--- src/rtl/mpram_wr_arbiter_if.sv ---
// Write-request and RAM write-port bundle between the requesters, mpram_wr_arbiter and multiport_ram.
// Optional conflict_cnt_o is present when MPRAM_WR_ARBITER_STATS_EN is defined.
interface mpram_wr_arbiter_if #(
    parameter int unsigned P_NUM_REQ   = 4,
    parameter int unsigned P_MEM_DEPTH = 2048,
    parameter int unsigned P_MEM_WIDTH = 32
);
    localparam int unsigned LP_INDEX_WIDTH = $clog2(P_MEM_DEPTH);

    logic [P_NUM_REQ-1:0]                req_valid_i;
    logic [P_NUM_REQ*LP_INDEX_WIDTH-1:0] req_addr_i;
    logic [P_NUM_REQ*P_MEM_WIDTH-1:0]    req_data_i;
    logic [P_NUM_REQ-1:0]                req_ready_o;
    logic [LP_INDEX_WIDTH-1:0]           wra_addr_o;
    logic [P_MEM_WIDTH-1:0]              wra_data_o;
    logic                                wra_valid_o;
    logic [LP_INDEX_WIDTH-1:0]           wrb_addr_o;
    logic [P_MEM_WIDTH-1:0]              wrb_data_o;
    logic                                wrb_valid_o;
`ifdef MPRAM_WR_ARBITER_STATS_EN
    logic [15:0]                         conflict_cnt_o;
`endif

    // Requester/RAM side
    modport master (
        output req_valid_i, req_addr_i, req_data_i,
        input  req_ready_o, wra_addr_o, wra_data_o, wra_valid_o,
        input  wrb_addr_o, wrb_data_o, wrb_valid_o
`ifdef MPRAM_WR_ARBITER_STATS_EN
        , input conflict_cnt_o
`endif
    );

    // Arbiter side
    modport slave (
        input  req_valid_i, req_addr_i, req_data_i,
        output req_ready_o, wra_addr_o, wra_data_o, wra_valid_o,
        output wrb_addr_o, wrb_data_o, wrb_valid_o
`ifdef MPRAM_WR_ARBITER_STATS_EN
        , output conflict_cnt_o
`endif
    );
endinterface

--- src/rtl/mpram_wr_arbiter.sv ---
// Round-robin arbiter sharing the two RAM write ports among P_NUM_REQ requesters.
// Define MPRAM_WR_ARBITER_STATS_EN to add the saturating conflict_cnt_o counter.
module mpram_wr_arbiter #(
    parameter int unsigned P_NUM_REQ   = 4,
    parameter int unsigned P_MEM_DEPTH = 2048,
    parameter int unsigned P_MEM_WIDTH = 32
) (
    input logic               clk_i,
    input logic               rst_ni,
    mpram_wr_arbiter_if.slave bus
);
    localparam int unsigned LP_INDEX_WIDTH = $clog2(P_MEM_DEPTH);
    localparam int unsigned LP_PTR_WIDTH   = $clog2(P_NUM_REQ);
    localparam int unsigned LP_SUM_WIDTH   = LP_PTR_WIDTH + 1;

    logic [LP_PTR_WIDTH-1:0]   ptr;
    logic [LP_PTR_WIDTH-1:0]   ptr_next;
    logic [LP_PTR_WIDTH-1:0]   idx_a;
    logic [LP_PTR_WIDTH-1:0]   idx_b;
    logic [LP_PTR_WIDTH-1:0]   idx;
    logic [LP_SUM_WIDTH-1:0]   scan;
    logic                      grant_a;
    logic                      grant_b;
    logic [LP_INDEX_WIDTH-1:0] addr_a;
    logic [P_NUM_REQ-1:0]      ready;
`ifdef MPRAM_WR_ARBITER_STATS_EN
    logic                      conflict;
    logic [15:0]               conflict_cnt;
`endif

    logic [LP_INDEX_WIDTH-1:0] addr_arr [P_NUM_REQ];
    logic [P_MEM_WIDTH-1:0]    data_arr [P_NUM_REQ];

    for (genvar g = 0; g < P_NUM_REQ; g++) begin : g_unpack
        assign addr_arr[g] = bus.req_addr_i[g*LP_INDEX_WIDTH +: LP_INDEX_WIDTH];
        assign data_arr[g] = bus.req_data_i[g*P_MEM_WIDTH +: P_MEM_WIDTH];
    end

    function automatic logic [LP_PTR_WIDTH-1:0] inc_mod(input logic [LP_PTR_WIDTH-1:0] v);
        logic [LP_SUM_WIDTH-1:0] s;
        s = LP_SUM_WIDTH'(v) + LP_SUM_WIDTH'(1);
        if (s >= LP_SUM_WIDTH'(P_NUM_REQ)) s = '0;
        return LP_PTR_WIDTH'(s);
    endfunction

    // Scan from ptr: first valid wins A, next valid with a different address wins B
    always_comb begin
        grant_a = 1'b0;
        grant_b = 1'b0;
        idx_a   = '0;
        idx_b   = '0;
        addr_a  = '0;
        scan    = '0;
        idx     = '0;
`ifdef MPRAM_WR_ARBITER_STATS_EN
        conflict = 1'b0;
`endif
        for (int unsigned k = 0; k < P_NUM_REQ; k++) begin
            scan = LP_SUM_WIDTH'(ptr) + LP_SUM_WIDTH'(k);
            if (scan >= LP_SUM_WIDTH'(P_NUM_REQ)) scan = scan - LP_SUM_WIDTH'(P_NUM_REQ);
            idx = LP_PTR_WIDTH'(scan);
            if (bus.req_valid_i[idx]) begin
                if (!grant_a) begin
                    grant_a = 1'b1;
                    idx_a   = idx;
                    addr_a  = addr_arr[idx];
                end else if (addr_arr[idx] == addr_a) begin
`ifdef MPRAM_WR_ARBITER_STATS_EN
                    conflict = 1'b1;
`endif
                end else if (!grant_b) begin
                    grant_b = 1'b1;
                    idx_b   = idx;
                end
            end
        end
    end

    // Ready is a pure function of the requests and ptr, held low during reset
    always_comb begin
        ready = '0;
        if (rst_ni) begin
            if (grant_a) ready[idx_a] = 1'b1;
            if (grant_b) ready[idx_b] = 1'b1;
        end
    end
    assign bus.req_ready_o = ready;

    always_comb begin
        ptr_next = ptr;
        if (grant_b)      ptr_next = inc_mod(idx_b);
        else if (grant_a) ptr_next = inc_mod(idx_a);
    end

    // Registered issue to the RAM write ports; idle ports keep their last addr/data
    always_ff @(posedge clk_i or negedge rst_ni) begin
        if (!rst_ni) begin
            ptr             <= '0;
            bus.wra_addr_o  <= '0;
            bus.wra_data_o  <= '0;
            bus.wra_valid_o <= 1'b0;
            bus.wrb_addr_o  <= '0;
            bus.wrb_data_o  <= '0;
            bus.wrb_valid_o <= 1'b0;
        end else begin
            ptr             <= ptr_next;
            bus.wra_valid_o <= grant_a;
            bus.wrb_valid_o <= grant_b;
            if (grant_a) begin
                bus.wra_addr_o <= addr_a;
                bus.wra_data_o <= data_arr[idx_a];
            end
            if (grant_b) begin
                bus.wrb_addr_o <= addr_arr[idx_b];
                bus.wrb_data_o <= data_arr[idx_b];
            end
        end
    end

`ifdef MPRAM_WR_ARBITER_STATS_EN
    always_ff @(posedge clk_i or negedge rst_ni) begin
        if (!rst_ni)                                   conflict_cnt <= '0;
        else if (conflict && conflict_cnt != 16'hFFFF) conflict_cnt <= conflict_cnt + 16'd1;
    end
    assign bus.conflict_cnt_o = conflict_cnt;
`endif
endmodule
--- src/flat_wrapper.sv ---
// flat-port wrapper written by rule: the top's interface ports become plain ports
module mpram_wr_arbiter_flat 
#(
    parameter int unsigned P_NUM_REQ   = 4,
    parameter int unsigned P_MEM_DEPTH = 2048,
    parameter int unsigned P_MEM_WIDTH = 32
)
  (clk_i, rst_ni, bus_req_valid_i, bus_req_addr_i, bus_req_data_i, bus_req_ready_o, bus_wra_addr_o, bus_wra_data_o, bus_wra_valid_o, bus_wrb_addr_o, bus_wrb_data_o, bus_wrb_valid_o);
  mpram_wr_arbiter_if #(.P_NUM_REQ(P_NUM_REQ), .P_MEM_DEPTH(P_MEM_DEPTH), .P_MEM_WIDTH(P_MEM_WIDTH)) bus_i ();
  input logic clk_i;
  input logic rst_ni;
  input wire logic [$bits(bus_i.req_valid_i)-1:0] bus_req_valid_i;
  input wire logic [$bits(bus_i.req_addr_i)-1:0] bus_req_addr_i;
  input wire logic [$bits(bus_i.req_data_i)-1:0] bus_req_data_i;
  output wire logic [$bits(bus_i.req_ready_o)-1:0] bus_req_ready_o;
  output wire logic [$bits(bus_i.wra_addr_o)-1:0] bus_wra_addr_o;
  output wire logic [$bits(bus_i.wra_data_o)-1:0] bus_wra_data_o;
  output wire logic [$bits(bus_i.wra_valid_o)-1:0] bus_wra_valid_o;
  output wire logic [$bits(bus_i.wrb_addr_o)-1:0] bus_wrb_addr_o;
  output wire logic [$bits(bus_i.wrb_data_o)-1:0] bus_wrb_data_o;
  output wire logic [$bits(bus_i.wrb_valid_o)-1:0] bus_wrb_valid_o;
  assign bus_i.req_valid_i = bus_req_valid_i;
  assign bus_i.req_addr_i = bus_req_addr_i;
  assign bus_i.req_data_i = bus_req_data_i;
  assign bus_req_ready_o = bus_i.req_ready_o;
  assign bus_wra_addr_o = bus_i.wra_addr_o;
  assign bus_wra_data_o = bus_i.wra_data_o;
  assign bus_wra_valid_o = bus_i.wra_valid_o;
  assign bus_wrb_addr_o = bus_i.wrb_addr_o;
  assign bus_wrb_data_o = bus_i.wrb_data_o;
  assign bus_wrb_valid_o = bus_i.wrb_valid_o;
  mpram_wr_arbiter #(.P_NUM_REQ(P_NUM_REQ), .P_MEM_DEPTH(P_MEM_DEPTH), .P_MEM_WIDTH(P_MEM_WIDTH)) u_core (.clk_i(clk_i), .rst_ni(rst_ni), .bus(bus_i));
endmodule
--- config.mk ---
export PLATFORM = sky130hd
export DESIGN_NAME = mpram_wr_arbiter_flat
export DESIGN_NICKNAME = d
export VERILOG_FILES = /design/src/rtl/mpram_wr_arbiter_if.sv /design/src/rtl/mpram_wr_arbiter.sv /design/src/flat_wrapper.sv
export SDC_FILE = /design/constraint.sdc
export NUM_CORES = 1
export LEC_CHECK = 0
export CAP_MARGIN = 30
export CORE_MARGIN = 2
export CORE_UTILIZATION = 49
export CTS_BUF_LIST = sky130_fd_sc_hd__clkbuf_4
export CTS_CLUSTER_DIAMETER = 150
export DETAILED_ROUTE_END_ITERATION = 10
export GPL_TIMING_DRIVEN = 0
export PLACE_DENSITY = 0.87
export SYNTH_ARGS = -nofsm -noshare
export SYNTH_HDL_FRONTEND = slang
export SYNTH_SLANG_ARGS = --single-unit
--- constraint.sdc ---
create_clock -name clk_i -period 8.7 [get_ports clk_i]
set_clock_uncertainty 0.1 [all_clocks]
set_input_delay 2.61 -clock clk_i [delete_from_list [all_inputs] [get_ports clk_i]]
set_output_delay 2.61 -clock clk_i [all_outputs]
set_load 0.05 [all_outputs]
==> key figures, run 1 <==
Floorplanning
  – Die width: around 140 um
  – Initial Utilization: about half
  – Die area: about 19000 um2
  – Core Box Area: ~17000 um2
  – I/O pin count: 270
  – Overall die height: ~140 um
  – Row cnt: between 40 and 50

Setup path
  – Required @ worst endpoint: 5.99 ns
  – Critical Path Sink Type: primary output
  – R2r endpoint: u_core.bus.wrb_data_o[9]
  – Worst path bufs/invs: 4
  – Startpoint class of the critical path: primary input
  – Cell mode on critical path: buf_6
  – CP arrival: around 6.0 ns
  – Worst r2r src: u_core.ptr[1]
  – Crit-path max cell delay: 0.55 ns
  – Worst-path fanout max: 5
  – Critical path class: in -> out
  – R2R depth: 15
  – Reg-to-reg slack, setup: between 3 and 4 ns
  – Cells along the critical path: buf_2 -> mux4_2 -> buf_6 -> a32o_2 -> xor2_2 -> nand4_1 -> or3_4 -> and4_1 -> o31a_4 -> o21bai_4 -> inv_2 -> ha_4 -> a22oi_1 -> nor2b_2 -> buf_6
  – Worst path top cell family by delay: simple AND/OR/NAND/NOR gates
  – Slowest CP cell: mux4_2

Routing
  – DRC Markers: 0
  – Via density: 6.43
  – Final ANT Viol Nets: 0
  – WL final: 34400 um
  – Initial DRC count: just under 1000
  – Drt pass-1 iters: 6
  – Vias: ~9500
  – Wire per inst: around 23 um

STA
  – Max Freq: 115 MHz
  – Hold slack: ~0.41 ns
  – Max-slew violations: 0
  – Tmin final: about 8.7 ns
  – Count of final hold-check violations: 0
  – RSZ-0062 raised after global routing: yes
  – Final setup margin: -0.0246 ns
  – Worst Max-Slew Pin Slew: between 0.8 and 0.9 ns
  – Setup TNS: -0.0295 ns
  – Slew headroom: 41.0%
  – Final setup violation count: 3
  – Final Cycle Share: 100%

Status
  – Failing checks: negative setup slack
  – Outcome: finished, violations left

Final layout
  – Fin nets: ~1400
  – Util after Layout: a little under three quarters
  – Layout Area Growth over Synthesis: 42.2%
  – # fillers: approximately 1300
  – Share of cells above drive strength 1: 23.3%

GRT
  – Total Routing Usage GR: between 30% and 40%
  – Number of global-route vias before repair: around 9200
  – Largest net degree at the start of global routing: 70
  – Initial antenna violation count: 2
  – First-pass GRT wire length: a little over 50000 um
  – GRT overflow: 0

Job
  – Max cap viols: 0

Clocking
  – CTS H-tree lvls: 3
  – Longest Clk Path Bufs: 2
  – CTS buffer count: 9
  – CTS root buffer: clkbuf_4
  – Clk pin slew, worst setup/hold paths: 0.18 ns
  – Hold Buf Count CTS: 0
  – CTS Sinks: 90
  – Clock Latency Late Sink: between 0.4 and 0.5 ns
  – CTS tree: done

Synthesis
  – EDFF count, synth: 0
  – Number of synthesized register bits: 90
  – Post-synthesis cell count: ~940
  – Mean area per synthesized cell: ~9.3 um2
  – Post-synthesis sequential area ratio: ~26%
  – Synthesized Nets: around 1100
  – Mapped cell area: ~8700 um2
  – Asr flop ratio synth: 100%
  – Netlist cell types: 73
  – Warnings, synthesis: 0
  – Top_reg_cell synth: dfrtp_1

Placement
  – Port bufs: roughly 270
  – Placer's final routability congestion estimate: approximately 1
  – Dpl hpwl: approximately 25000 um

Worst hold path
  – Min-Delay Endpoint: u_core.bus.wra_data_o[19]
  – Hold_sp: u_core.bus.wra_data_o[19]
  – Hold depth: 2
  – Min-delay worst type: reg -> reg
worst register-to-register path, delay by kind of cell, from the launching register on:
family	cells	cell delay [ns]
and+or+nand+nor	4	1.02
buffers and inverters	6	1.67
DFF	1	0.38
xor gates and xnor gates	1	0.23
AOI/OAI and AO/OA	4	1.35
layout make-up:
class / count / area, um2 / share of cell area, %
Tap cell: 225 / 282 / 2.28
Clock buffer: 9 / 67.6 / 0.546
Buffer: 81 / 482 / 3.89
Antenna cell: 3 / 7.51 / 0.0607
Multi-Input combinational cell: 725 / 6130 / 49.6
Inverter: 38 / 143 / 1.15
Clock inverter: 7 / 95.1 / 0.769
Timing Repair Buffer: 297 / 2910 / 23.5
Sequential cell: 90 / 2250 / 18.2
stage by stage:
step,setup WS (ns),instance area [um2],cells
5_1_grt,-0.00802,12400,1474
3_5_place_dp,-1.69,11700,1434
4_1_cts,0.00871,12200,1466
3_3_place_gp,-1.81,11700,1433
2_1_floorplan,0.0429,8700,939
6_report,-0.0246,12400,1475
Yosys cell counts, types with 11 or more instances:
| cell | instances | area share [%] |
|---|---|---|
| nand2_1 | 129 | 5.6 |
| mux2i_1 | 126 | 15 |
| dfrtp_1 | 90 | 26 |
| nor2_1 | 66 | 2.8 |
| o21ai_0 | 64 | 3.7 |
| mux2_2 | 55 | 7.1 |
| a211oi_1 | 39 | 3.4 |
| clkbuf_1 | 38 | 1.6 |
| inv_1 | 36 | 1.6 |
| buf_2 | 26 | 1.5 |
| a311oi_1 | 20 | 2.0 |
| mux4_2 | 18 | 4.7 |
| a21oi_1 | 15 | 0.86 |
| a2111oi_0 | 14 | 1.4 |
| xor2_1 | 13 | 1.3 |
| a311oi_2 | 12 | 2.1 |
| or3_1 | 11 | 0.79 |
how the worst max path moves through the flow:
stage	slack, ns	from	end	depth (start not counted)
6_report	-0.02	bus_req_valid_i[3]	bus_req_ready_o[0]	15
5_1_grt	-0.008	bus_req_addr_i[5]	bus_req_ready_o[1]	15
4_1_cts	0.009	bus_req_valid_i[3]	bus_req_ready_o[2]	15
3_5_place_dp	-1.69	bus_req_valid_i[0]	bus_req_ready_o[3]	16
3_3_place_gp	-1.81	rst_ni	bus_req_ready_o[3]	3
2_1_floorplan	0.04	bus_req_valid_i[3]	bus_req_ready_o[2]	15
repair_timing:
action	4_1_cts	5_1_grt
pin swaps	17	27
setup buffers	18	7
endpoints found under the setup margin	4	4
gates resized for setup	127	101
gates cloned	2	0
cell usage in the layout (no fill, tap or decap), drive strengths merged, types with 6 or more instances in the layout:
cell | Yosys | final
xor2 | 13 | 13
mux4 | 18 | 18
nand4 | 7 | 7
a2111oi | 32 | 32
or3 | 11 | 11
nand2 | 129 | 129
mux2i | 126 | 126
nor2b | 7 | 7
buf | 44 | 82
inv | 37 | 40
clkbuf | 42 | 59
clkdlybuf4s50 | 0 | 216
mux2 | 55 | 55
ha | 9 | 9
nor2 | 66 | 66
a22oi | 6 | 6
o31ai | 7 | 7
a221oi | 12 | 12
a32o | 9 | 9
dfrtp | 90 | 90
a211oi | 39 | 39
a311oi | 32 | 32
dlygate4sd2 | 0 | 19
xnor2 | 7 | 7
o211ai | 7 | 7
a21oi | 16 | 16
dlymetal6s2s | 0 | 9
o21ai | 70 | 70
registers in the layout, summed over array words and instances (netlist names):
name,flops
u_core.bus.wrb_valid_o,1
u_core.bus.wrb_addr_o,11
u_core.bus.wrb_data_o,32
u_core.ptr,2
u_core.bus.wra_addr_o,11
u_core.bus.wra_data_o,32
u_core.bus.wra_valid_o,1
per-layer routing:
metal | global-route usage [%] | routed length (um) | vias up
met5 | 0 | 0 | -
met1 | 46.6 | 13100 | 4523
met2 | 53.5 | 15600 | 664
li1 | - | - | 4136
met3 | 7.95 | 3760 | 157
met4 | 17.9 | 1910 | 0
kinds of logic after synthesis:
| family | Yosys count | synth area share, % |
|---|---|---|
| compound gates | 252 | 25.2 |
| buf+inv | 124 | 7.08 |
| fa+ha+maj | 9 | 1.29 |
| mux | 199 | 26.3 |
| simple gates | 245 | 12.2 |
| xor+xnor | 20 | 2.01 |
| flops | 90 | 25.9 |
Power of run 1 is left out: the tool's default activity adds up to more than one toggle a clock period on the data nets, which glitch-free logic cannot reach.
==> run 2, diff against run 1 <==
Settings changed: CORE_UTILIZATION 49 to 48, CTS_BUF_LIST sky130_fd_sc_hd__clkbuf_4 to sky130_fd_sc_hd__clkbuf_16, PLACE_DENSITY 0.87 to 0.86.
==> run 2 against run 1 <==
Net effect: register-to-register slack improved by 0.18 ns; sequential share of layout area decreased by 0.31 points; clock-buffer cell count unchanged; via count unchanged; the flow now finishes without violations; critical endpoint is now bus_req_ready_o[3]; non-clock buffer count increased by 10; highest routed layer unchanged; cell count increased by 0.75%; sequential cell count unchanged; first-iteration DRC count increased by 4.9%; die area increased by 2.0%; wire length decreased by 0.30%.
==> key figures, run 2 (synthesis results as in run 1) <==
Final layout
  – Share of cells above drive strength 1: 23.5% (+0.21 points)
  – Layout Area Growth over Synthesis: 44.7%
  – N_diodes: 0 (-3)
  – Most frequent cells in the layout: 216 x clkdlybuf4s50_1, 127 x nand2_1, 119 x mux2i_1, 90 x dfrtp_1, 65 x nor2_1
  – Fin nets: 1439 (+0.70%)
  – Biggest regs: u_core.bus.wra_data_o x32, u_core.bus.wrb_data_o x32
  – Post-route insts no fill: 1486 (+0.75%)
  – Util after Layout: 70.5% (-0.98 points)
  – Commonest non-fill, non-tap cell in the layout: clkdlybuf4s50_1
  – Design Area, Final: 12600 um2 (+1.7%)

Floorplanning
  – I/O pin count: 270 (unchanged)
  – Core Box Area: 17800 um2 (+3.1%)
  – Die area: 19200 um2 (+2.0%)
  – Row cnt: 49 (+2.1%)
  – Initial Utilization: 48.7% (-1.5 points)
  – Overall die height: 139 um (+1.0%)
  – Die width: 139 um (+1.0%)

Setup path
  – Crit-path max cell delay: 0.51 ns (-0.04 ns)
  – Cells along the critical path: dlygate4sd2_1 -> mux4_2 -> and2_1 -> a31o_4 -> xor2_1 -> nand4_1 -> buf_4 -> o31ai_4 -> a21oi_4 -> or2_2 -> clkbuf_1 -> buf_4 -> a22oi_2 -> nor2b_2 -> buf_6
  – CP arrival: 5.94 ns (-0.07 ns)
  – Worst-path fanout max: 10 (+5)
  – Critical path class: in -> out
  – Required @ worst endpoint: 5.99 ns (about the same)
  – Startpoint class of the critical path: primary input
  – Critical Path Sink Type: primary output
  – Slowest CP cell: mux4_2
  – Cell mode on critical path: buf_4

Clocking
  – CTS Sinks: 90 (unchanged)
  – CTS tree: done
  – CTS root buffer: clkbuf_16
  – CTS buffer count: 9 (unchanged)
  – Clock Latency Late Sink: 0.36 ns (-0.13 ns)
  – CTS H-tree lvls: 3 (unchanged)
  – Clk pin slew, worst setup/hold paths: 0.07 ns (-0.11 ns)
  – Longest Clk Path Bufs: 2 (unchanged)
  – Hold Buf Count CTS: 0 (unchanged)

Job
  – Max cap viols: 0 (unchanged)

Worst hold path
  – Min-delay worst type: reg -> reg

STA
  – Slew headroom: 40.3% (-0.61 points)
  – Tmin final: 8.65 ns (-0.0772 ns)
  – Worst Max-Slew Pin Slew: 0.895 ns (+0.0173 ns)
  – Setup TNS: 0 ns (+0.0295 ns)
  – Max-slew violations: 0 (unchanged)
  – Max Freq: 116 MHz (+0.89%)
  – Count of final hold-check violations: 0 (unchanged)
  – Final Cycle Share: 99.4% (-0.89 points)
  – Final setup violation count: 0 (-3)

Routing
  – Via density: 6.38 (-0.74%)
  – Initial DRC count: 1015 (+4.9%)
  – Final ANT Viol Nets: 0 (unchanged)
  – DRC Markers: 0 (unchanged)
  – Drt pass-1 iters: 5 (-1)
  – Wire per inst: 23.1 um (-1.0%)
  – WL final: 34300 um (-0.30%)
  – Vias: 9480 (unchanged)

GRT
  – Largest net degree at the start of global routing: 69 (-1.4%)
  – Number of global-route vias before repair: 9401 (+2.6%)
  – Total Routing Usage GR: 34.1% (-0.98 points)
  – Initial antenna violation count: 0 (-2)
  – GRT overflow: 0 (unchanged)
  – First-pass GRT wire length: 52000 um (+3.4%)

Placement
  – Port bufs: 269 (unchanged)
  – Placed cell area: 11700 um2 (about the same)
  – # placed instances: 1439 (+0.35%)
  – Dpl hpwl: 24900 um (-0.61%)
  – Placer's final routability congestion estimate: 1.08 (+6.2%)

Status
  – Outcome: complete, no violations
run 2: final cells by class:
| cell class | instances | area [um2] |
|---|---|---|
| multi-input cells | 725 | 6170 |
| fillers | 1332 | 5260 |
| repair buffers | 307 | 2970 |
| flip-flops and latches | 90 | 2250 |
| plain buffers | 81 | 475 |
| well taps | 229 | 287 |
| clock buffers | 9 | 225 |
| inverters | 38 | 143 |
| clock inverters | 7 | 68.8 |
run 2: worst max-delay path, delay by kind of cell:
kind,cells,cell delay [ns]
AOI/OAI and AO/OA,4,0.88
xor gates and xnor gates,1,0.15
buffers and inverters,5,1.03
muxes,1,0.51
and+or+nand+nor,4,0.75
run 2: timing repair:
action | 4_1_cts | 5_1_grt
buffers inserted | 27 | 9
setup endpoints to repair | 4 | 4
resized for setup | 144 | 85
pin swaps | 21 | 25
run 2: per-layer routing:
metal / track usage (%) / routed length (um) / share of wire [%]
met2: 53.4 / 15400 / 45
met3: 7.70 / 3300 / 9.6
met4: 17.7 / 2010 / 5.9
met1: 44.3 / 13600 / 40
met5: 0 / 0 / 0
run 2: metrics by stage:
step           setup WS [ns]  hold slack [ns]
2_1_floorplan         0.0429            0.657
3_3_place_gp           -1.80            0.363
3_5_place_dp           -1.75            0.369
4_1_cts             0.000433            0.385
5_1_grt              -0.0269            0.419
6_report              0.0526            0.385
run 2: path summary, 6_finish.rpt:
| check | end | slack, ns | from | depth (start not counted) |
|---|---|---|---|---|
| worst max-delay path | bus_req_ready_o[3] | 0.05 | bus_req_addr_i[42] | 15 |
| worst min register to register | u_core.bus.wra_data_o[28] | 0.39 | u_core.bus.wra_data_o[28] | 2 |
| worst max register to register | u_core.bus.wra_data_o[19] | 4.05 | u_core.ptr[1] | 14 |
| max in group asynchronous | u_core.bus.wra_data_o[10] | 5.72 | rst_ni | 2 |
| min in group asynchronous | u_core.bus.wra_addr_o[5] | 2.08 | rst_ni | 1 |
| worst min-delay path | u_core.bus.wra_data_o[28] | 0.39 | u_core.bus.wra_data_o[28] | 2 |
Power of run 2 is left out for the same reason.
